<file path="src/rtl/i2s_tx_if.sv">
// Sample-pair handshake between an audio source (master) and the I2S transmitter (slave).
interface i2s_tx_if;
    logic [23:0] l;
    logic [23:0] r;
    logic        valid;
    logic        ready;

    modport master (output l, output r, output valid, input ready);
    modport slave  (input l, input r, input valid, output ready);
endinterface

</file>
<file path="src/rtl/i2s_tx.sv">
// I2S transmitter: 64-BCLK frames, 24-bit MSB-first samples, one-entry holding buffer.
// Optional o_underflow_cnt output is enabled by defining I2S_TX_UNDERFLOW_CNT_EN.
module i2s_tx #(
    parameter int unsigned BCLK_DIV = 8
) (
    input  logic    i_clk48,
    input  logic    i_rst,
    i2s_tx_if.slave s_in,
    output logic    o_bclk,
    output logic    o_lrclk,
    output logic    o_sdata,
    output logic    o_frame_start
`ifdef I2S_TX_UNDERFLOW_CNT_EN
    ,
    output logic [15:0] o_underflow_cnt
`endif
);
    localparam int unsigned DIV_W = 8;
    localparam int unsigned BIT_W = 6;
    localparam int unsigned SMP_W = 24;
    localparam logic [DIV_W-1:0] DIV_TC = DIV_W'(BCLK_DIV - 1);

    logic [DIV_W-1:0] r_div;
    logic             r_bclk;
    logic [BIT_W-1:0] r_bit;
    logic             r_lrclk;
    logic             r_sdata;
    logic             r_frame_start;
    logic             r_full;
    logic             r_ready;
    logic [SMP_W-1:0] r_hold_l;
    logic [SMP_W-1:0] r_hold_r;
    logic [SMP_W-1:0] r_sh_l;
    logic [SMP_W-1:0] r_sh_r;

    logic             w_tc;
    logic             w_fall;
    logic             w_load;
    logic             w_accept;
    logic             w_full_next;
    logic             w_left_slot;
    logic             w_right_slot;
    logic [BIT_W-1:0] w_bit_next;

    // Falling BCLK edges advance the bit index; the 63->0 wrap is the frame load.
    always_comb begin
        w_tc         = (r_div == DIV_TC);
        w_fall       = w_tc && r_bclk;
        w_bit_next   = r_bit + BIT_W'(1);
        w_load       = w_fall && (r_bit == BIT_W'(63));
        w_accept     = s_in.valid && r_ready;
        w_full_next  = w_load ? w_accept : (r_full || w_accept);
        w_left_slot  = (w_bit_next >= BIT_W'(1))  && (w_bit_next <= BIT_W'(24));
        w_right_slot = (w_bit_next >= BIT_W'(33)) && (w_bit_next <= BIT_W'(56));
    end

    always_ff @(posedge i_clk48) begin
        if (i_rst) begin
            r_div  <= '0;
            r_bclk <= 1'b0;
        end else if (w_tc) begin
            r_div  <= '0;
            r_bclk <= !r_bclk;
        end else begin
            r_div  <= r_div + DIV_W'(1);
        end
    end

    // Serializer: LRCLK/SDATA update on falling BCLK, MSB one bit after the LRCLK edge.
    always_ff @(posedge i_clk48) begin
        if (i_rst) begin
            r_bit         <= '0;
            r_lrclk       <= 1'b0;
            r_sdata       <= 1'b0;
            r_frame_start <= 1'b0;
            r_sh_l        <= '0;
            r_sh_r        <= '0;
        end else begin
            r_frame_start <= w_load;
            if (w_fall) begin
                r_bit   <= w_bit_next;
                r_lrclk <= w_bit_next[BIT_W-1];
                r_sdata <= 1'b0;
                if (w_left_slot) begin
                    r_sdata <= r_sh_l[SMP_W-1];
                    r_sh_l  <= {r_sh_l[SMP_W-2:0], 1'b0};
                end
                if (w_right_slot) begin
                    r_sdata <= r_sh_r[SMP_W-1];
                    r_sh_r  <= {r_sh_r[SMP_W-2:0], 1'b0};
                end
            end
            // An empty buffer at load time yields a silent frame.
            if (w_load) begin
                r_sh_l <= r_full ? r_hold_l : '0;
                r_sh_r <= r_full ? r_hold_r : '0;
            end
        end
    end

    always_ff @(posedge i_clk48) begin
        if (i_rst) begin
            r_full   <= 1'b0;
            r_ready  <= 1'b0;
            r_hold_l <= '0;
            r_hold_r <= '0;
        end else begin
            r_full  <= w_full_next;
            r_ready <= !w_full_next;
            if (w_accept) begin
                r_hold_l <= s_in.l;
                r_hold_r <= s_in.r;
            end
        end
    end

    assign s_in.ready    = r_ready;
    assign o_bclk        = r_bclk;
    assign o_lrclk       = r_lrclk;
    assign o_sdata       = r_sdata;
    assign o_frame_start = r_frame_start;

`ifdef I2S_TX_UNDERFLOW_CNT_EN
    logic [15:0] r_underflow_cnt;

    always_ff @(posedge i_clk48) begin
        if (i_rst) begin
            r_underflow_cnt <= '0;
        end else if (w_load && !r_full && (r_underflow_cnt != 16'hFFFF)) begin
            r_underflow_cnt <= r_underflow_cnt + 16'd1;
        end
    end

    assign o_underflow_cnt = r_underflow_cnt;
`endif
endmodule

</file>
<file path="src/flat_wrapper.sv">
// flat-port wrapper written by rule: the top's interface ports become plain ports
module i2s_tx_flat 
#(
    parameter int unsigned BCLK_DIV = 8
)
  (i_clk48, i_rst, o_bclk, o_lrclk, o_sdata, o_frame_start, s_in_l, s_in_r, s_in_valid, s_in_ready);
  i2s_tx_if s_in_i ();
  input  logic i_clk48;
  input  logic i_rst;
  output logic o_bclk;
  output logic o_lrclk;
  output logic o_sdata;
  output logic o_frame_start;
  input wire logic [$bits(s_in_i.l)-1:0] s_in_l;
  input wire logic [$bits(s_in_i.r)-1:0] s_in_r;
  input wire logic [$bits(s_in_i.valid)-1:0] s_in_valid;
  output wire logic [$bits(s_in_i.ready)-1:0] s_in_ready;
  assign s_in_i.l = s_in_l;
  assign s_in_i.r = s_in_r;
  assign s_in_i.valid = s_in_valid;
  assign s_in_ready = s_in_i.ready;
  i2s_tx #(.BCLK_DIV(BCLK_DIV)) u_core (.i_clk48(i_clk48), .i_rst(i_rst), .s_in(s_in_i), .o_bclk(o_bclk), .o_lrclk(o_lrclk), .o_sdata(o_sdata), .o_frame_start(o_frame_start));
endmodule
</file>
<file path="config.mk">
export PLATFORM = sky130hd
export DESIGN_NAME = i2s_tx_flat
export DESIGN_NICKNAME = d
export VERILOG_FILES = /design/src/rtl/i2s_tx_if.sv /design/src/rtl/i2s_tx.sv /design/src/flat_wrapper.sv
export SDC_FILE = /design/constraint.sdc
export NUM_CORES = 1
export LEC_CHECK = 0
export CAP_MARGIN = 25
export CORE_ASPECT_RATIO = 0.75
export CORE_MARGIN = 2
export CORE_UTILIZATION = 35
export DETAILED_ROUTE_END_ITERATION = 6
export HOLD_SLACK_MARGIN = 0.12
export PLACE_DENSITY = 0.64
export SYNTH_ARGS = -nofsm -noshare
export SYNTH_HDL_FRONTEND = slang
export SYNTH_SLANG_ARGS = --single-unit
export TNS_END_PERCENT = 10
</file>
<file path="constraint.sdc">
create_clock -name i_clk48 -period 2.35 [get_ports i_clk48]
set_input_delay 0.3525 -clock i_clk48 [delete_from_list [all_inputs] [get_ports i_clk48]]
set_output_delay 0.3525 -clock i_clk48 [all_outputs]
set_load 0.02 [all_outputs]
</file>
==> results of run 1 <==
## sequential cells by signal (all words and copies together) (netlist names)
name	cells
u_core.o_sdata	1
u_core.o_lrclk	1
u_core.o_bclk	1
u_core.s_in.ready	1
u_core.r_sh_l	24
u_core.o_frame_start	1
u_core.r_full	1
u_core.r_sh_r	24
u_core.r_hold_l	24
u_core.r_hold_r	24
u_core.r_div	8
u_core.r_bit	5
## per-layer routing
metal | vias to the layer above | track usage
li1 | 1856 | -
met1 | 1713 | 0.185
met2 | 63 | 0.228
met3 | 7 | 0.0472
met4 | 0 | 0.0414
met5 | - | 0
## cell usage after synthesis, drive strengths merged (2+ instances only)
cell and n:
a21oi 53, o22a 2, nand2 109, ha 4, nor4 2, o2bb2ai 46
and3 3, inv 6, mux2i 47, xnor2 7, o2111a 2, dfxtp 115
nand3 8, buf 18, and2 3, xor2 5, o21ai 3, clkbuf 20
nor2b 2, nor2 22, nand2b 3, or3 3, nor3 4
## worst max-delay path, delay by kind of cell, from the launching register on
kind | cells | cell delay [ns]
AOI/OAI and AO/OA | 2 | 0.52
muxes | 2 | 0.39
and+or+nand+nor | 2 | 0.31
DFF | 1 | 0.39
buffers and inverters | 3 | 0.53
## how the worst max path moves through the flow
stage | to | slack [ns]
floorplan | u_core.r_sh_l[10] | 0.02
global placement | u_core.r_sh_r[21] | 0.07
detailed placement | u_core.r_sh_r[21] | -0.03
CTS | u_core.r_sh_l[1] | 0.01
global route | u_core.r_sh_l[20] | -0.02
finish | u_core.r_sh_l[17] | 0.10
## what timing repair did
item	CTS	global route
setup buffers	0	4
endpoints found under the setup margin	39	45
pin swaps	0	2
gates cloned	0	3
hold buffers	0	0
resized for setup	1	9
## cell families after synthesis
| kind of cell | Yosys count |
|---|---|
| adders and majority gates | 4 |
| muxes | 47 |
| buffers and inverters | 44 |
| xor gates and xnor gates | 12 |
| DFF | 115 |
| AOI/OAI and AO/OA | 111 |
| and+or+nand+nor | 165 |
## layout make-up
type	count	share of cell area
clock inverters	10	0.0171
multi-input cells	339	0.382
flip-flops and latches	115	0.361
clock buffers	21	0.0722
well taps	175	0.0343
repair buffers	79	0.130
inverters	6	0.00353
## where the power goes
group          total (mW)  internal, mW  switching [mW]
sequential           2.04          2.00          0.0361
clock                2.46          1.60           0.865
combinational       0.246         0.124           0.122
## stage by stage
step	utilization	setup slack, ns	hold WS (ns)	instances	total power, mW
2_1_floorplan	-	0.0155	0.413	498	2.20
3_3_place_gp	0.409	0.0740	0.426	707	2.31
3_5_place_dp	0.409	-0.0275	0.448	707	2.32
4_1_cts	0.451	0.0115	0.272	738	4.79
5_1_grt	0.461	-0.0198	0.288	745	4.92
6_report	0.461	0.103	0.279	745	4.75
==> key figures, run 1 <==
Clock tree
  – Sinks on Clock Net: roughly 120
  – Max clock buf depth: 2
  – Clock Latency Late Sink: 0.41 ns
  – Clk slew on worst S/H paths: 0.05 ns
  – H-tree depth: 4
  – TritonCTS clock tree: built
  – CTS Buf Count: 17
  – Clock root cell: clkbuf_16

Yosys
  – Post-synth EDFFs: 0
  – Seq cells post-synth: 115
  – Main synth FF type: dfxtp_1
  – Post-synthesis mux area share: 0.0941
  – Synth Area in Compound Gates: 0.197
  – Syn Area/Cell: 10.0 um2
  – Top area cells in the synthesized netlist: dfxtp_1, o2bb2ai_2, mux2i_1
  – Cells after Synth: 498
  – Mapped cell area: around 0.005 mm2
  – Adder-cell area share of the yosys netlist: 0.0100
  – Top cell type's share of synthesized area: 0.461
  – Largest area contributor in the synthesized netlist: dfxtp_1
  – Largest family of logic cells by synthesized area: compound AO/OA/AOI/OAI gates
  – Post-synthesis simple-gate area fraction: 0.155
  – Synthesis Warnings: 0
  – Ys async rst share: 0
  – Xor and xnor fraction of the mapped netlist area: 0.0210
  – Register area share after synthesis: 0.461
  – Unique masters post-synth: 44
  – Post-Syn Nets: 553

Worst setup path
  – Worst-path maximum fanout: 12
  – Worst r2r src: u_core.r_bit[0]
  – Critical Path RT: approximately 2.7 ns
  – Arrival time at the worst endpoint: 2.54 ns
  – Worst Reg2Reg Path Length in Cells: 9
  – Kind of critical path: flip-flop to flip-flop
  – Type of origin of the critical path: flip-flop
  – Critical-path cell list: buf_4 -> nand3_1 -> mux2i_1 -> o31ai_2 -> nor3_4 -> buf_4 -> clkbuf_16 -> mux2i_1 -> o2bb2ai_2
  – Slowest-stage cell, CP: o31ai_2
  – Setup crit end kind: flip-flop
  – Worst R2R Setup Slack: 0.10 ns
  – Crit path launch: u_core.r_bit[0]
  – Crit path largest cell delay: 0.44 ns
  – R2r endpoint: u_core.r_sh_l[17]

Global route
  – Vias in the first global route: 3,654
  – Initial antenna violation count: 0
  – First-pass GRT wire length: 17,200 um
  – GR Overflow Total: 0
  – Largest net degree at the start of global routing: 49
  – GRT Total Usage: 0.143

Cells and area
  – Syn-to-layout area delta: 27.7%
  – Antenna cell count: 0
  – Commonest cells after routing, fill and taps aside: dfxtp_1, nand2_1, clkdlybuf4s50_1
  – Post-route cell area: 0.00638 mm2
  – Fin nets: 613
  – Share of layout cells above drive strength 1: 0.189
  – Register area: 0.00230 mm2
  – Filler cells: approximately 1,300
  – Commonest non-fill, non-tap cell in the layout: dfxtp_1
  – Multi-input gate area: 0.00243 mm2

Run status
  – Status: finished clean

Min path
  – Hold path startpoint: i_rst
  – Worst Hold Class: input pin to flip-flop
  – Worst Hold Path Cells: 2
  – Endpoint, Worst Hold: u_core.r_bit[0]

Floorplan
  – Initial Utilization: 0.361
  – # rows: 37
  – Die height: 107 um
  – Chip width: roughly 140 um
  – Full die area: approximately 0.015 mm2
  – Core Area: 0.0138 mm2
  – Top-level port count: between 50 and 60

Placement
  – Port buffer count: 55
  – DP HPWL: 6900 um
  – GP Congestion: 0.762
  – Area after DPL: around 0.0057 mm2

Power and ir drop
  – Leak pwr: 2.15 nW
  – PwrDens: 744 mW/mm2
  – Peak supply drop: 0.610 mV

STA
  – Unrepaired setup endpoints after global routing: true
  – Slew HR: 0.651
  – Final Hold Viols: 0
  – Sum Neg Setup Slack: 0 ns
  – Count of final setup violators: 0
  – Final Slew Violations: 0
  – Final period utilization: 0.956
  – Tmin final: 2.25 ns
  – Fmax: 445 MHz
  – Final Skew: 0.00802 ns
  – Slew @ Worst Pin: 0.523 ns

Drt
  – Met3 wire len: roughly 430 um
  – Via density: 4.88
  – Initial drt markers: 138
  – Routed wire per std cell: 14.3 um
  – Post-DRT Antenna Nets: 0
  – Total number of vias: 3,639
  – First-pass DRT Iterations: 4
  – Met2 wire len: between 4000 and 5000 um
  – # DRC: 0
  – Highest routed layer: met4
  – WL final: approximately 11,000 um
  – Wl on met1: 5300 um

Job
  – Maxcap violations: 0
Power figures use the tool's default switching activity.
==> run 2, diff against run 1 <==
--- a/config.mk
+++ b/config.mk
@@ -7,7 +7,7 @@
 export LEC_CHECK = 0
 export CAP_MARGIN = 25
 export CORE_ASPECT_RATIO = 0.75
-export CORE_MARGIN = 2
+export CORE_MARGIN = 4
 export CORE_UTILIZATION = 35
 export DETAILED_ROUTE_END_ITERATION = 6
 export HOLD_SLACK_MARGIN = 0.12
==> run 2 against run 1 <==
Non-clock buffer count decreased by 2; critical endpoint is now u_core.r_sh_l[6]; via count decreased by 0.66%; core utilization increased by 0.23 points; largest power group unchanged; critical path type unchanged; highest routed layer unchanged; register-to-register slack about the same.
==> key figures, run 2 (same netlist as run 1, synthesis figures left out) <==
Run status
  – Status: finished clean

Cells and area
  – Share of layout cells above drive strength 1: 0.188 (-0.00142)
  – Syn-to-layout area delta: 28.3%
  – Antenna cell count: 0 (unchanged)
  – Fin nets: 611 (-0.33%)
  – Filler cells: 1,275 (-1.0%)
  – Commonest non-fill, non-tap cell in the layout: dfxtp_1
  – Commonest cells after routing, fill and taps aside: dfxtp_1, nand2_1, clkdlybuf4s50_1
  – Post-route cell area: 0.00641 mm2 (+0.51%)
  – Fin util: 0.463 (+0.00235)

STA
  – Hold Slack: 0.292 ns (+0.0135 ns)
  – Tmin final: 2.26 ns (+0.0114 ns)
  – Final Slew Violations: 0 (unchanged)
  – Fmax: 443 MHz (-0.50%)
  – Unrepaired setup endpoints after global routing: true
  – Final Hold Viols: 0 (unchanged)
  – Count of final setup violators: 0 (unchanged)
  – Final period utilization: 0.961 (+0.00485)
  – Slew HR: 0.648 (-0.00284)
  – Slew @ Worst Pin: 0.528 ns (+0.00426 ns)
  – Final Skew: 0.00715 ns (-0.000870 ns)

Floorplan
  – Full die area: 0.0163 mm2 (+6.6%)
  – Die height: 111 um (+3.7%)
  – Initial Utilization: 0.361 (unchanged)
  – # rows: 37 (unchanged)
  – Core Area: 0.0138 mm2 (unchanged)
  – Top-level port count: 56 (unchanged)
  – Chip width: 146 um (+2.8%)

Worst setup path
  – Crit path launch: u_core.r_div[4]
  – Type of origin of the critical path: flip-flop
  – Worst r2r src: u_core.r_div[4]
  – Worst-path maximum fanout: 20 (+8)
  – Crit path largest cell delay: 0.60 ns (+0.16 ns)
  – Critical Path RT: 2.63 ns (-0.02 ns)
  – Worst Path Buf+Inv: 1 (-2)
  – Slowest-stage cell, CP: or4_1
  – Kind of critical path: flip-flop to flip-flop
  – Arrival time at the worst endpoint: 2.54 ns (about the same)
  – Critical-path cell list: or3_4 -> or2_4 -> or4_1 -> nand2b_4 -> buf_12 -> o2bb2ai_1
  – Setup crit end kind: flip-flop
  – Crit path max-delay family: simple AND/OR/NAND/NOR gates

Clock tree
  – Clock Latency Late Sink: 0.40 ns (about the same)
  – Max clock buf depth: 2 (unchanged)
  – TritonCTS clock tree: built
  – CTS Hold Bufs: 0 (unchanged)
  – H-tree depth: 4 (unchanged)
  – Sinks on Clock Net: 115 (unchanged)
  – Clk slew on worst S/H paths: 0.05 ns (about the same)
  – CTS Buf Count: 17 (unchanged)
  – Clock root cell: clkbuf_16

Placement
  – DP HPWL: 6860 um (-0.59%)
  – Area after DPL: 0.00568 mm2 (+0.35%)
  – Port buffer count: 55 (unchanged)
  – GP Congestion: 0.779 (+2.3%)

Drt
  – Initial drt markers: 127 (-8.0%)
  – Total number of vias: 3,615 (-0.66%)
  – Via density: 4.86 (-0.53%)
  – Routed wire per std cell: 14.5 um (+1.4%)
  – # DRC: 0 (unchanged)
  – First-pass DRT Iterations: 4 (unchanged)
  – Post-DRT Antenna Nets: 0 (unchanged)
  – WL final: 10,800 um (+1.2%)

Job
  – Maxcap violations: 0 (unchanged)

Global route
  – First-pass GRT wire length: 18,100 um (+5.3%)
  – Vias in the first global route: 3,656 (+0.055%)
  – GR Overflow Total: 0 (unchanged)
  – Initial antenna violation count: 0 (unchanged)
  – Largest net degree at the start of global routing: 49 (unchanged)
  – GRT Total Usage: 0.135 (-0.00790)

Power and ir drop
  – Leak pwr: 2.16 nW (+0.12%)
  – Peak supply drop: 0.513 mV (-16%)
  – Flop pwr share: 0.416 (-0.013)
  – Switching power: 1.03 mW (+0.24%)
  – PwrDens: 763 mW/mm2 (+2.6%)
  – Comb power frac: 0.051 (about the same)
  – Switching part of the total: 0.209 (-0.00607)
  – Clock power share: 0.533 (+0.014)
  – P_int: 3.87 mW (+3.9%)

Min path
  – Hold path startpoint: i_rst
  – Worst Hold Class: input pin to flip-flop
[run 2: power groups by stage]
| stage | clock network (mW) | registers [mW] | logic [mW] |
|---|---|---|---|
| after floorplan | 0 | 2.07 | 0.133 |
| after detailed placement | 0 | 2.08 | 0.249 |
| after global placement | 0 | 2.07 | 0.244 |
| after global routing | 2.74 | 2.04 | 0.281 |
| after CTS | 2.64 | 2.04 | 0.252 |
| final | 2.61 | 2.04 | 0.250 |
[run 2: worst reg2reg max path, delay by kind of cell, from the launching register on]
kind | cells | cell delay [ns]
buffers and inverters | 1 | 0.20
and+or+nand+nor | 4 | 1.47
AOI/OAI and AO/OA | 1 | 0.10
DFF | 1 | 0.37
[run 2: cell type report]
class                      count  area, um2  area share
tap                          175        219      0.0341
inverter                       6       22.5     0.00351
clock inverter                10        130      0.0203
multi-input combinational    339       2440       0.381
sequential                   115       2300       0.359
clock buffer                  22        474      0.0739
timing repair buffer          77        822       0.128
[run 2: final timing paths]
| path | end | cells past startpoint | slack, ns |
|---|---|---|---|
| max | u_core.r_sh_l[6] | 6 | 0.09 |
| min | u_core.r_div[2] | 2 | 0.29 |
| max reg2reg | u_core.r_sh_l[6] | 6 | 0.09 |
| min reg2reg | u_core.r_div[0] | 1 | 0.45 |
[run 2: layer usage]
layer,global-route usage,vias up,wire length [um]
met1,0.178,1690,5290
met3,0.0382,6,434
met2,0.215,68,4960
li1,-,1851,-
met5,0,-,0
met4,0.0457,0,73
[run 2: repair_timing]
item	CTS	global route
setup endpoints to repair	28	46
pin swaps	1	4
cloned	1	1
resized for setup	3	11
buffers inserted	1	1
[run 2: stage by stage]
step / cells / setup TNS [ns] / total power, mW / worst slack (ns)
after global placement: 708 / 0 / 2.32 / 0.0644
after global routing: 744 / -0.116 / 5.06 / -0.0327
after detailed placement: 708 / 0 / 2.32 / 0.0132
after CTS: 742 / 0 / 4.93 / 0.0213
after floorplan: 498 / 0 / 2.20 / 0.0155
final: 744 / 0 / 4.90 / 0.0916
